### config.mk
export PLATFORM = sky130hd
export DESIGN_NAME = nano_ifetch
export DESIGN_NICKNAME = d
export VERILOG_FILES = /design/src/rtl/nano_ifetch.sv
export SDC_FILE = /design/constraint.sdc
export NUM_CORES = 1
export LEC_CHECK = 0
export CAP_MARGIN = 40
export CORE_UTILIZATION = 56
export DETAILED_ROUTE_END_ITERATION = 6
export PLACE_DENSITY = 0.8
export SETUP_SLACK_MARGIN = 0.05
export SLEW_MARGIN = 0
export SYNTH_ARGS = -nofsm -noshare
export SYNTH_HDL_FRONTEND = slang
export SYNTH_SLANG_ARGS = --single-unit
### constraint.sdc
create_clock -name clock -period 5.6 [get_ports clock]
set_clock_uncertainty 0.05 [all_clocks]
set_input_delay 0.84 -clock clock [delete_from_list [all_inputs] [get_ports clock]]
set_output_delay 0.84 -clock clock [all_outputs]
set_load 0.1 [all_outputs]
### src/rtl/nano_ifetch.sv
// Instruction prefetch stage: sequential word fetch over a req/ack memory port,
// buffered in a small FIFO and presented to the core with valid/ready.
module nano_ifetch #(
    parameter int unsigned DEPTH    = 4,
    parameter logic [31:0] RESET_PC = 32'h0000_0000
) (
    input  logic        clock,
    input  logic        not_reset,
    input  logic        redirect,
    input  logic [31:0] redirect_pc,
    output logic        mem_req,
    output logic [31:0] mem_addr,
    input  logic        mem_ack,
    input  logic [31:0] mem_rdata,
    output logic        inst_valid,
    output logic [31:0] inst_data,
    output logic [31:0] inst_pc,
    input  logic        inst_ready
);

    localparam int unsigned PtrW = (DEPTH > 1) ? $clog2(DEPTH) : 1;
    localparam int unsigned CntW = PtrW + 1;
    localparam logic [CntW-1:0] DepthC = CntW'(DEPTH);

    typedef enum logic [1:0] {StIdle, StReq, StFlush} state_e;

    state_e          state_q, state_d;
    logic [31:0]     fpc_q, fpc_d;
    logic [31:0]     addr_q, addr_d;
    logic            req_q, req_d;
    logic            valid_q, valid_d;
    logic [PtrW-1:0] rd_ptr_q, rd_ptr_d;
    logic [PtrW-1:0] wr_ptr_q, wr_ptr_d;
    logic [CntW-1:0] count_q, count_d;
    logic [31:0]     data_mem_q [DEPTH];
    logic [31:0]     pc_mem_q   [DEPTH];

    logic ack, push, pop;

    always_comb begin
        ack  = req_q && mem_ack;
        // Redirect discards both the returning word and the core's pop this cycle.
        push = ack && (state_q == StReq) && !redirect;
        pop  = valid_q && inst_ready && !redirect;

        state_d  = state_q;
        fpc_d    = fpc_q;
        rd_ptr_d = rd_ptr_q;
        wr_ptr_d = wr_ptr_q;
        count_d  = count_q;

        if (redirect) begin
            rd_ptr_d = '0;
            wr_ptr_d = '0;
            count_d  = '0;
            fpc_d    = redirect_pc & 32'hFFFF_FFFC;
            case (state_q)
                StIdle:  state_d = StReq;
                StReq:   state_d = ack ? StReq : StFlush;
                StFlush: state_d = StFlush;
                default: state_d = StIdle;
            endcase
        end else begin
            if (push) wr_ptr_d = wr_ptr_q + PtrW'(1);
            if (pop)  rd_ptr_d = rd_ptr_q + PtrW'(1);
            count_d = count_q + CntW'(push) - CntW'(pop);
            case (state_q)
                StIdle: begin
                    if (count_q < DepthC) state_d = StReq;
                end
                StReq: begin
                    if (ack) begin
                        fpc_d   = fpc_q + 32'd4;
                        state_d = (count_d < DepthC) ? StReq : StIdle;
                    end
                end
                StFlush: begin
                    if (ack) state_d = StReq;
                end
                default: state_d = StIdle;
            endcase
        end

        // Address only moves when a fresh request starts; FLUSH keeps the old one.
        req_d   = (state_d != StIdle);
        addr_d  = (state_d == StReq) ? fpc_d : addr_q;
        valid_d = (count_d != '0);
    end

    always_ff @(posedge clock) begin
        if (!not_reset) begin
            state_q  <= StIdle;
            fpc_q    <= RESET_PC;
            addr_q   <= '0;
            req_q    <= 1'b0;
            valid_q  <= 1'b0;
            rd_ptr_q <= '0;
            wr_ptr_q <= '0;
            count_q  <= '0;
            for (int unsigned i = 0; i < DEPTH; i++) begin
                data_mem_q[i] <= '0;
                pc_mem_q[i]   <= '0;
            end
        end else begin
            state_q  <= state_d;
            fpc_q    <= fpc_d;
            addr_q   <= addr_d;
            req_q    <= req_d;
            valid_q  <= valid_d;
            rd_ptr_q <= rd_ptr_d;
            wr_ptr_q <= wr_ptr_d;
            count_q  <= count_d;
            if (push) begin
                data_mem_q[wr_ptr_q] <= mem_rdata;
                pc_mem_q[wr_ptr_q]   <= fpc_q;
            end
        end
    end

    assign mem_req    = req_q;
    assign mem_addr   = addr_q;
    assign inst_valid = valid_q;
    assign inst_data  = data_mem_q[rd_ptr_q];
    assign inst_pc    = pc_mem_q[rd_ptr_q];

endmodule

==> out/qor.csv, run 1 <==
stage;metric;value;unit
outcome;status;finished, final reports clean;
grt;grt total ovfl;0;
cells_and_area;Area Growth Syn to Fin;34.3;%
worst_setup_path;Crit Path Category;primary input to flop;
worst_setup_path;r2r setup slk;1610;ps
synth;Most used DFF post-synth;edfxtp_1;
cells_and_area;Final nets;1404;
route;Routed Antenna Nets;0;
timing;unrepaired setup endpoints after global routing;false;
clock_network;CTS sink count;333;
timing;Final period util;78.9;%
floorplan;Cell Rows;58;
timing;Worst-Margin Slew;918;ps
job;max_cap viols;0;
clock_network;# resized after CTS;0;
worst_setup_path;crit-path cells;clkdlybuf4s50_1 > nand4b_2 > nor2_1 > inv_1 > ha_1 > inv_1 > ha_1 > inv_1 > fa_1 > xor2_1 > o21ai_0 > a31oi_1 > o211a_1 > o211ai_1 > a21oi_1;
synth;Mapped Cells;1086;
timing;pins over their slew limit;0;
clock_network;CTS tree;done;
hold_path;hold crit path type;flop to flop;
worst_setup_path;CP arrival;4800;ps
synth;syn avg cell area;13.1;um2
synth;post-synth top area share;54.0;%
pwr;power density over the cells;319;nW/um2
worst_setup_path;cell family with most CP delay;compound AO/OA/AOI/OAI gates;
synth;Distinct cells, synth;50;
timing;Tmin final;4420;ps
worst_setup_path;Buf+Inv Stages, Crit Path;4;
worst_setup_path;Crit Reg-Reg Startpoint;state_q[0];
synth;post-synthesis instance area;14200;um2
floorplan;IO Pins;167;
clock_network;Hold-fix buffers, CTS;0;
cells_and_area;final design utilization;76.4;%
synth;top post-synthesis cells by area;edfxtp_1 (54%), dfxtp_1 (11%), mux4_2 (10%), nor2_1 (3.7%), and2_1 (3.1%);
hold_path;Hold Path Depth;2;
timing;final setup fails;0;
grt;number of global-route vias before repair;9792;
pwr;Max VDD drop;227;uV
floorplan;Die Ht;161;um
worst_setup_path;crit start category;primary input;
floorplan;Die X;161;um
synth;EDFF count, synth;256;
route;first drt pass iteration count;6;
synth;syn_nets;1159;
synth;number of synthesized register bits;333;
worst_setup_path;Reg2Reg Depth;14;
timing;Max Freq;0.226;GHz
cells_and_area;Reg area;9240;um2
synth;Synth async-reset ratio;0;%
clock_network;CTS root buf;clkbuf_16;
hold_path;Hold Crit Endpoint;mem_addr[5];
worst_setup_path;crit path max-delay cell type;o211a_1;
cells_and_area;fill cell count;1454;
route;drt via density;5.72;
grt;Total GRT Usage;26.8;%
timing;Setup TNS;0;ps
clock_network;Post-CTS Setup Repair Bufs;0;
grt;first-pass GRT wire length;53300;um
route;DRC Markers;0;
clock_network;clock buffer count from CTS;35;
clock_network;Worst-Skew Late Latency;520;ps
placement;Placer Congestion;0.777;
route;drt initial violations;743;
synth;cell taking the most area after synthesis;edfxtp_1;
route;DR vias;9653;
pwr;Pleak;7.54;nW
worst_setup_path;most used cell, CP;inv_1;
worst_setup_path;critical path's largest stage delay;780;ps
worst_setup_path;FF-to-FF End;mem_addr[20];
hold_path;min-delay src;mem_addr[5];
clock_network;CTS clk-pin slew, worst paths;60;ps
cells_and_area;layout cells sized above 1;19.0;%
worst_setup_path;CP endpoint kind;flop;
route;Routed Wire Length;34400;um
floorplan;Placeable Area;25000;um2
clock_network;H-tree Lvls;2;
cells_and_area;ANT cells;0;
timing;final hold vios;0;
floorplan;effective utilization at floorplan;56.9;%
grt;initial antenna violation count;0;
cells_and_area;area of the multi-input gates;4560;um2
route;WL/cell;20.4;um
placement;Final HPWL DP;21400;um
worst_setup_path;CP max FO;28;
placement;IO buf count;164;
clock_network;CTS max path bufs;3;
synth;Yosys warnings;0;
worst_setup_path;worst endpoint required time;5980;ps
floorplan;Die Area;26100;um2
synth;Seq/Total Area, Yosys;64.8;%
grt;largest net degree at the start of global routing;62;
timing;Rel. slew slack;38.8;%
worst reg2reg max path, delay by kind of cell (launching register included):
kind            cells  cell delay (ps)
compound gates      5             1540
fa+ha+maj           3              780
simple gates        2              680
flops               1              430
xor+xnor            1              250
buf+inv             3              170
layout make-up:
cell class,count,share of cell area (%)
Sequential cell,333,48.3
Multi-Input combinational cell,622,23.9
Timing Repair Buffer,281,18.3
Clock buffer,46,5.40
Tap cell,330,2.16
Inverter,58,1.14
Clock inverter,17,0.889
state kept, by name (all words and copies together) (netlist names), named ones only:
signal	count
rd_ptr_q	2
pc_mem_q	128
state_q	2
mem_addr	32
count_q	3
fpc_q	32
mem_req	1
wr_ptr_q	2
data_mem_q	128
inst_valid	1
worst max path at each step:
stage	start	cells after the start	endpoint	slack (ps)
2_1_floorplan	redirect	17	mem_addr[29]	1410
3_3_place_gp	mem_ack	15	mem_addr[20]	820
3_5_place_dp	mem_ack	15	mem_addr[15]	750
4_1_cts	mem_ack	15	mem_addr[20]	1190
5_1_grt	mem_ack	15	mem_addr[20]	870
6_report	mem_ack	15	mem_addr[20]	1180
synthesized netlist by cell type, types with 2 or more instances:
library cell and n:
a211oi_1 5, a21o_1 9, a21oi_1 15, a311oi_1 3, a31oi_1 2, and2_1 70, and3_1 62, and4_1 4
buf_1 12, buf_2 8, clkbuf_1 53, dfxtp_1 77, edfxtp_1 256, ha_1 3, inv_1 57, mux2i_1 2
mux4_2 64, nand2_1 95, nand2b_1 9, nand3_1 26, nand4_1 11, nor2_1 139, nor2b_1 2, nor3_1 8
nor4_1 4, o211a_1 6, o211ai_1 6, o21a_1 2, o21ai_0 22, o31ai_1 6, or3_1 3, xnor2_1 18
xor2_1 10
kinds of logic (layout without fill, tap and decap cells):
kind of cell	Yosys count	count (layout)	synth area share, %
AND/OR/NAND/NOR	444	444	15.5
flip-flops	333	333	64.8
buffers and inverters	131	402	3.52
AO/OA/AOI/OAI	80	80	3.76
multiplexers	66	66	10.3
XOR/XNOR	28	28	1.72
adder cells (fa/ha/maj)	4	4	0.404
layout by cell type (no fill, tap or decap), types with 4 or more instances in the layout:
| cell | instances |
|---|---|
| buf_16 | 15 |
| clkdlybuf4s50_1 | 164 |
| xor2_1 | 10 |
| nand2b_1 | 6 |
| nor3_1 | 8 |
| mux4_2 | 64 |
| inv_1 | 58 |
| o211a_1 | 6 |
| edfxtp_1 | 256 |
| a21oi_1 | 15 |
| nand3_1 | 26 |
| a21o_1 | 9 |
| clkinvlp_4 | 4 |
| a211oi_1 | 5 |
| clkinv_2 | 6 |
| nand4_1 | 11 |
| buf_4 | 13 |
| and2_1 | 70 |
| dfxtp_1 | 75 |
| and3_1 | 62 |
| o31ai_1 | 6 |
| and4_1 | 4 |
| buf_8 | 87 |
| nor2_1 | 138 |
| o211ai_1 | 6 |
| o21ai_0 | 22 |
| nand2_1 | 92 |
| clkbuf_16 | 39 |
| xnor2_1 | 18 |
routing by layer:
layer / GRT usage (%) / part of all wire, % / wire length (um) / vias to the layer above
met4: 7.42 / 2.0 / 693 / 0
met2: 46.7 / 51 / 17700 / 429
li1: - / - / - / 4408
met5: 0 / 0 / 0 / -
met3: 4.21 / 6.3 / 2180 / 50
met1: 35.1 / 40 / 13900 / 4766
power breakdown:
group | switching (mW) | internal [mW] | leakage, nW
registers | 0.0710 | 2.76 | 3.28
clock network | 0.932 | 1.44 | 0.589
logic | 0.561 | 0.330 | 3.67
through the flow:
step                instance area (um2)  worst slack [ps]  instances  power (mW)  hold slack (ps)
global route                      19100               866       1687        6.25              438
CTS                               19100              1190       1687        6.12              409
finish                            19100              1180       1687        6.10              411
global placement                  16200               819       1520        3.59              400
detailed placement                17900               752       1624        3.77              400
floorplan                         14200              1410       1086        3.38              396
No activity file was read; power rests on OpenSTA's default activity.
==> run 2, diff against run 1 <==
==> constraint.sdc (replaced) <==
create_clock -name clock -period 4.3 [get_ports clock]
set_clock_uncertainty 0.05 [all_clocks]
set_input_delay 0.645 -clock clock [delete_from_list [all_inputs] [get_ports clock]]
set_output_delay 0.645 -clock clock [all_outputs]
set_load 0.1 [all_outputs]
==> out/qor.csv, run 2 (synthesis gave the netlist of run 1 again) <==
stage;metric;value;unit
outcome;status;finished, final reports clean;
pwr;Final Power;7.72;mW
clock_network;Post-CTS Setup Repair Bufs;0;
grt;grt total ovfl;0;
cells_and_area;layout cells sized above 1;19.4;%
cells_and_area;Largest regs;data_mem_q (128), pc_mem_q (128);
worst_setup_path;CP max FO;35;
placement;Place WS;290;ps
route;WL/cell;19.9;um
cells_and_area;Area Growth Syn to Fin;26.6;%
timing;Rel. slew slack;54.6;%
hold_path;hold crit path type;flop to flop;
timing;Tmin final;3510;ps
clock_network;CTS sink count;333;
worst_setup_path;CP arrival;3900;ps
timing;pins over their slew limit;0;
grt;Total GRT Usage;25.4;%
clock_network;CTS clk-pin slew, worst paths;60;ps
hold_path;min-delay src;mem_addr[5];
worst_setup_path;FF-to-FF End;mem_addr[0];
placement;Placer Congestion;0.811;
route;drt via density;5.66;
worst_setup_path;Crit Reg-Reg Startpoint;state_q[0];
clock_network;clock buffer count from CTS;35;
timing;final setup fails;0;
timing;Setup TNS;0;ps
clock_network;H-tree Lvls;2;
timing;final hold vios;0;
worst_setup_path;crit start category;primary input;
clock_network;Hold-fix buffers, CTS;0;
clock_network;CTS root buf;clkbuf_16;
route;first drt pass iteration count;5;
placement;Final HPWL DP;19900;um
floorplan;effective utilization at floorplan;56.9;%
route;drt initial violations;828;
worst_setup_path;Crit Path Category;primary input to flop;
pwr;Max VDD drop;254;uV
timing;unrepaired setup endpoints after global routing;false;
clock_network;Worst-Skew Late Latency;510;ps
pwr;Pleak;7.16;nW
route;Routed Antenna Nets;0;
route;Routed Wire Length;32700;um
pwr;power density over the cells;428;nW/um2
floorplan;Cell Rows;58;
clock_network;CTS tree;done;
worst_setup_path;crit path max-delay cell type;clkdlybuf4s50_1;
worst_setup_path;Buf+Inv Stages, Crit Path;5;
floorplan;Die Ht;161;um
cells_and_area;ANT cells;0;
cells_and_area;Final nets;1356;
timing;Max Freq;0.284;GHz
worst_setup_path;CP endpoint kind;flop;
timing;Worst-Margin Slew;681;ps
worst_setup_path;most used cell, CP;inv_1;
worst_setup_path;critical path depth;16;
worst_setup_path;critical path's largest stage delay;530;ps
route;DRC Markers;0;
placement;DP Cell Count;1576;
timing;Final period util;81.7;%
route;DR vias;9269;
worst_setup_path;r2r setup slk;1020;ps
floorplan;IO Pins;167;
worst_setup_path;Reg2Reg Depth;15;
placement;IO buf count;164;
cells_and_area;fin cells;1638;
job;max_cap viols;0;
floorplan;Placeable Area;25000;um2
grt;initial antenna violation count;0;
floorplan;Die Area;26100;um2
clock_network;CTS max path bufs;3;
clock_network;# resized after CTS;0;
worst_setup_path;Critical Path Source;mem_ack;
worst_setup_path;worst setup path endpoint;mem_addr[0];
cells_and_area;most frequent cells in the layout;edfxtp_1 (256), nor2_1 (138), clkdlybuf4s50_1 (111), nand2_1 (92), dfxtp_1 (75);
worst_setup_path;cell family with most CP delay;buffers and inverters;
timing;setup ws final;785;ps
grt;number of global-route vias before repair;9422;
cells_and_area;most common cell after layout, fill and taps aside;edfxtp_1;
grt;first-pass GRT wire length;50500;um
floorplan;Die X;161;um
grt;largest net degree at the start of global routing;62;
worst_setup_path;worst endpoint required time;4680;ps
worst_setup_path;crit-path cells;clkdlybuf4s50_1 > nand4b_2 > nor2_1 > inv_1 > ha_1 > inv_1 > ha_1 > inv_1 > fa_1 > xor2_1 > nor4bb_1 > a31oi_1 > o211ai_1 > buf_12 > nand2_1 > a21oi_1;
## run 2: stage by stage
step           hold WS (ps)  cell area [um2]  util [%]
2_1_floorplan           396            14200         -
3_3_place_gp            404            16200      64.6
3_5_place_dp            404            16900      67.5
4_1_cts                 411            18000      72.0
5_1_grt                 439            18000      72.0
6_report                414            18000      72.0
## run 2: layout make-up
class / count / area (um2)
sequential: 333 / 9240
fill: 1590 / 7010
multi-input combinational: 622 / 4560
timing repair buffer: 233 / 2460
clock buffer: 46 / 1020
tap: 330 / 413
inverter: 58 / 218
clock inverter: 16 / 119
## run 2: how the worst min path moves through the flow
| stage | to | depth (start not counted) | slack [ps] |
|---|---|---|---|
| 2_1_floorplan | fpc_q[0] | 2 | 400 |
| 3_3_place_gp | mem_addr[2] | 2 | 400 |
| 3_5_place_dp | mem_addr[2] | 2 | 400 |
| 4_1_cts | mem_addr[5] | 2 | 410 |
| 5_1_grt | mem_addr[5] | 2 | 440 |
| 6_report | mem_addr[5] | 2 | 410 |
## run 2: worst register-to-register path: cells and delay by family (launching register included)
kind / cells / cell delay, ps
simple gates: 4 / 680
xor+xnor: 1 / 250
flops: 1 / 430
buf+inv: 4 / 410
fa+ha+maj: 3 / 780
compound gates: 3 / 590
## run 2: power by group
| part | switching, mW | total (mW) | internal (mW) |
|---|---|---|---|
| clock | 1.18 | 2.97 | 1.79 |
| combinational | 0.709 | 1.07 | 0.357 |
| sequential | 0.0905 | 3.69 | 3.60 |
## run 2: layer usage
layer | share of wire, % | GRT usage (%) | vias to the layer above
met4 | 2.7 | 9.09 | 0
li1 | - | - | 4305
met1 | 42 | 34.3 | 4491
met5 | 0 | 0 | -
met2 | 48 | 41.6 | 409
met3 | 7.4 | 4.47 | 64
==> run 3, diff against run 2 <==
==> constraint.sdc (replaced) <==
create_clock -name clock -period 3.3 [get_ports clock]
set_clock_uncertainty 0.05 [all_clocks]
set_input_delay 0.495 -clock clock [delete_from_list [all_inputs] [get_ports clock]]
set_output_delay 0.495 -clock clock [all_outputs]
set_load 0.1 [all_outputs]
==> out/qor.csv, run 3 (synthesis gave the netlist of run 1 again) <==
stage;metric;value;unit
worst_setup_path;crit path max-delay cell type;dfxtp_1;
timing;Final period util;90.8;%
worst_setup_path;most used cell, CP;inv_1;
cells_and_area;Largest regs;data_mem_q (128), pc_mem_q (128);
route;Routed Antenna Nets;0;
cells_and_area;layout cells sized above 1;20.5;%
cells_and_area;ANT cells;0;
clock_network;CTS max path bufs;3;
placement;Placer Congestion;0.839;
worst_setup_path;Reg2Reg Depth;16;
timing;unrepaired setup endpoints after global routing;false;
timing;final setup fails;0;
timing;final hold vios;0;
clock_network;CTS sink count;333;
job;max_cap viols;0;
worst_setup_path;CP arrival;3340;ps
clock_network;Hold-fix buffers, CTS;0;
grt;Top Usage Layer GRT;met2;
cells_and_area;Final nets;1347;
pwr;power density over the cells;551;nW/um2
worst_setup_path;r2r setup slk;300;ps
floorplan;Die X;161;um
route;DRC Markers;0;
clock_network;CTS root buf;clkbuf_16;
clock_network;Worst-Skew Late Latency;510;ps
placement;Final HPWL DP;20700;um
floorplan;Placeable Area;25000;um2
grt;M1 GR Usage;34.9;%
route;drt via density;5.68;
route;Routed Wire Length;32800;um
pwr;Pleak;7.09;nW
worst_setup_path;CP max FO;34;
cells_and_area;final design utilization;71.0;%
timing;pins over their slew limit;0;
floorplan;Die Ht;161;um
grt;Total GRT Usage;25.6;%
floorplan;Cell Rows;58;
pwr;Final Power;9.81;mW
cells_and_area;Area Growth Syn to Fin;24.8;%
worst_setup_path;crit start category;flop;
worst_setup_path;Crit Path Category;flop to flop;
grt;largest net degree at the start of global routing;80;
hold_path;Hold Crit Endpoint;mem_addr[3];
grt;first-pass GRT wire length;51400;um
cells_and_area;Reg area;9240;um2
worst_setup_path;worst endpoint required time;3640;ps
clock_network;CTS tree;done;
worst_setup_path;CP endpoint kind;flop;
worst_setup_path;crit-path cells;nand4b_4 > nor2_2 > inv_1 > ha_1 > inv_1 > ha_1 > inv_1 > fa_2 > xor2_2 > nor4bb_1 > a31oi_1 > o211ai_1 > buf_4 > buf_12 > and3_1 > a21o_1;
worst_setup_path;critical path's largest stage delay;340;ps
timing;Max Freq;0.334;GHz
floorplan;Die Area;26100;um2
clock_network;Post-CTS Setup Repair Bufs;0;
timing;Tmin final;3000;ps
clock_network;CTS clk-pin slew, worst paths;60;ps
cells_and_area;area of the multi-input gates;4580;um2
route;WL/cell;20.1;um
cells_and_area;fill cell count;1588;
worst_setup_path;FF-to-FF End;mem_addr[22];
clock_network;clock buffer count from CTS;35;
worst_setup_path;Buf+Inv Stages, Crit Path;5;
grt;M2 GR Usage;43.5;%
timing;Worst-Margin Slew;903;ps
route;first drt pass iteration count;5;
worst_setup_path;cell family with most CP delay;adder cells;
outcome;status;finished, final reports clean;
floorplan;effective utilization at floorplan;56.9;%
placement;IO buf count;164;
route;DR vias;9235;
clock_network;H-tree Lvls;2;
pwr;Max VDD drop;455;uV
hold_path;Hold Path Depth;2;
timing;Rel. slew slack;39.8;%
worst_setup_path;Crit Reg-Reg Startpoint;state_q[1];
grt;initial antenna violation count;0;
floorplan;IO Pins;167;
grt;number of global-route vias before repair;9553;
grt;met3 GRT Util;3.88;%
hold_path;min-delay src;mem_addr[3];
grt;grt total ovfl;0;
clock_network;# resized after CTS;0;
hold_path;hold crit path type;flop to flop;
route;drt initial violations;725;
timing;Setup TNS;0;ps
cells_and_area;most frequent cells in the layout;edfxtp_1 (256), nor2_1 (137), nand2_1 (92), buf_4 (92), clkdlybuf4s50_1 (91);
cells_and_area;most common cell after layout, fill and taps aside;edfxtp_1;
-- run 3: power breakdown --
part           total [mW]  internal (mW)  switching, mW
Sequential           4.81           4.69          0.119
Clock                3.64           2.11           1.53
Combinational        1.36          0.435          0.921
Total                9.81           7.24           2.57
-- run 3: metrics by stage --
step	setup slack [ps]	cells	instance area, um2	hold slack, ps
3_3_place_gp	-291	1541	16300	403
5_1_grt	144	1627	17800	443
6_report	303	1627	17800	419
2_1_floorplan	-18.0	1086	14300	396
4_1_cts	152	1627	17800	418
3_5_place_dp	-366	1567	16700	401
-- run 3: worst max-delay path by stage --
stage,startpoint,endpoint,slack [ps],cells after the start
floorplan,mem_req,mem_req,-20,15
global placement,mem_ack,mem_addr[22],-290,17
detailed placement,mem_ack,mem_addr[11],-370,17
CTS,mem_ack,mem_addr[7],150,17
global route,state_q[1],mem_addr[12],140,16
finish,state_q[1],mem_addr[22],300,16
-- run 3: routing by layer --
layer	wire length (um)	vias to the layer above
met5	0	-
met4	592	0
met3	2350	49
met2	16200	393
met1	13700	4505
li1	-	4288
-- run 3: layout make-up --
class	count	share of cell area [%]
flip-flops and latches	333	52.0
multi-input cells	622	25.8
repair buffers	224	12.8
clock buffers	45	5.15
well taps	330	2.32
inverters	58	1.22
clock inverters	15	0.690
-- run 3: worst register-to-register path, cell delays in order (launching register included) --
cell and delay, ps:
dfxtp_1 340, nand4b_4 190, nor2_2 120, inv_1 50
ha_1 280, inv_1 60, ha_1 130, inv_1 50
fa_2 340, xor2_2 160, nor4bb_1 130, a31oi_1 180
o211ai_1 130, buf_4 170, buf_12 160, and3_1 200
a21o_1 150
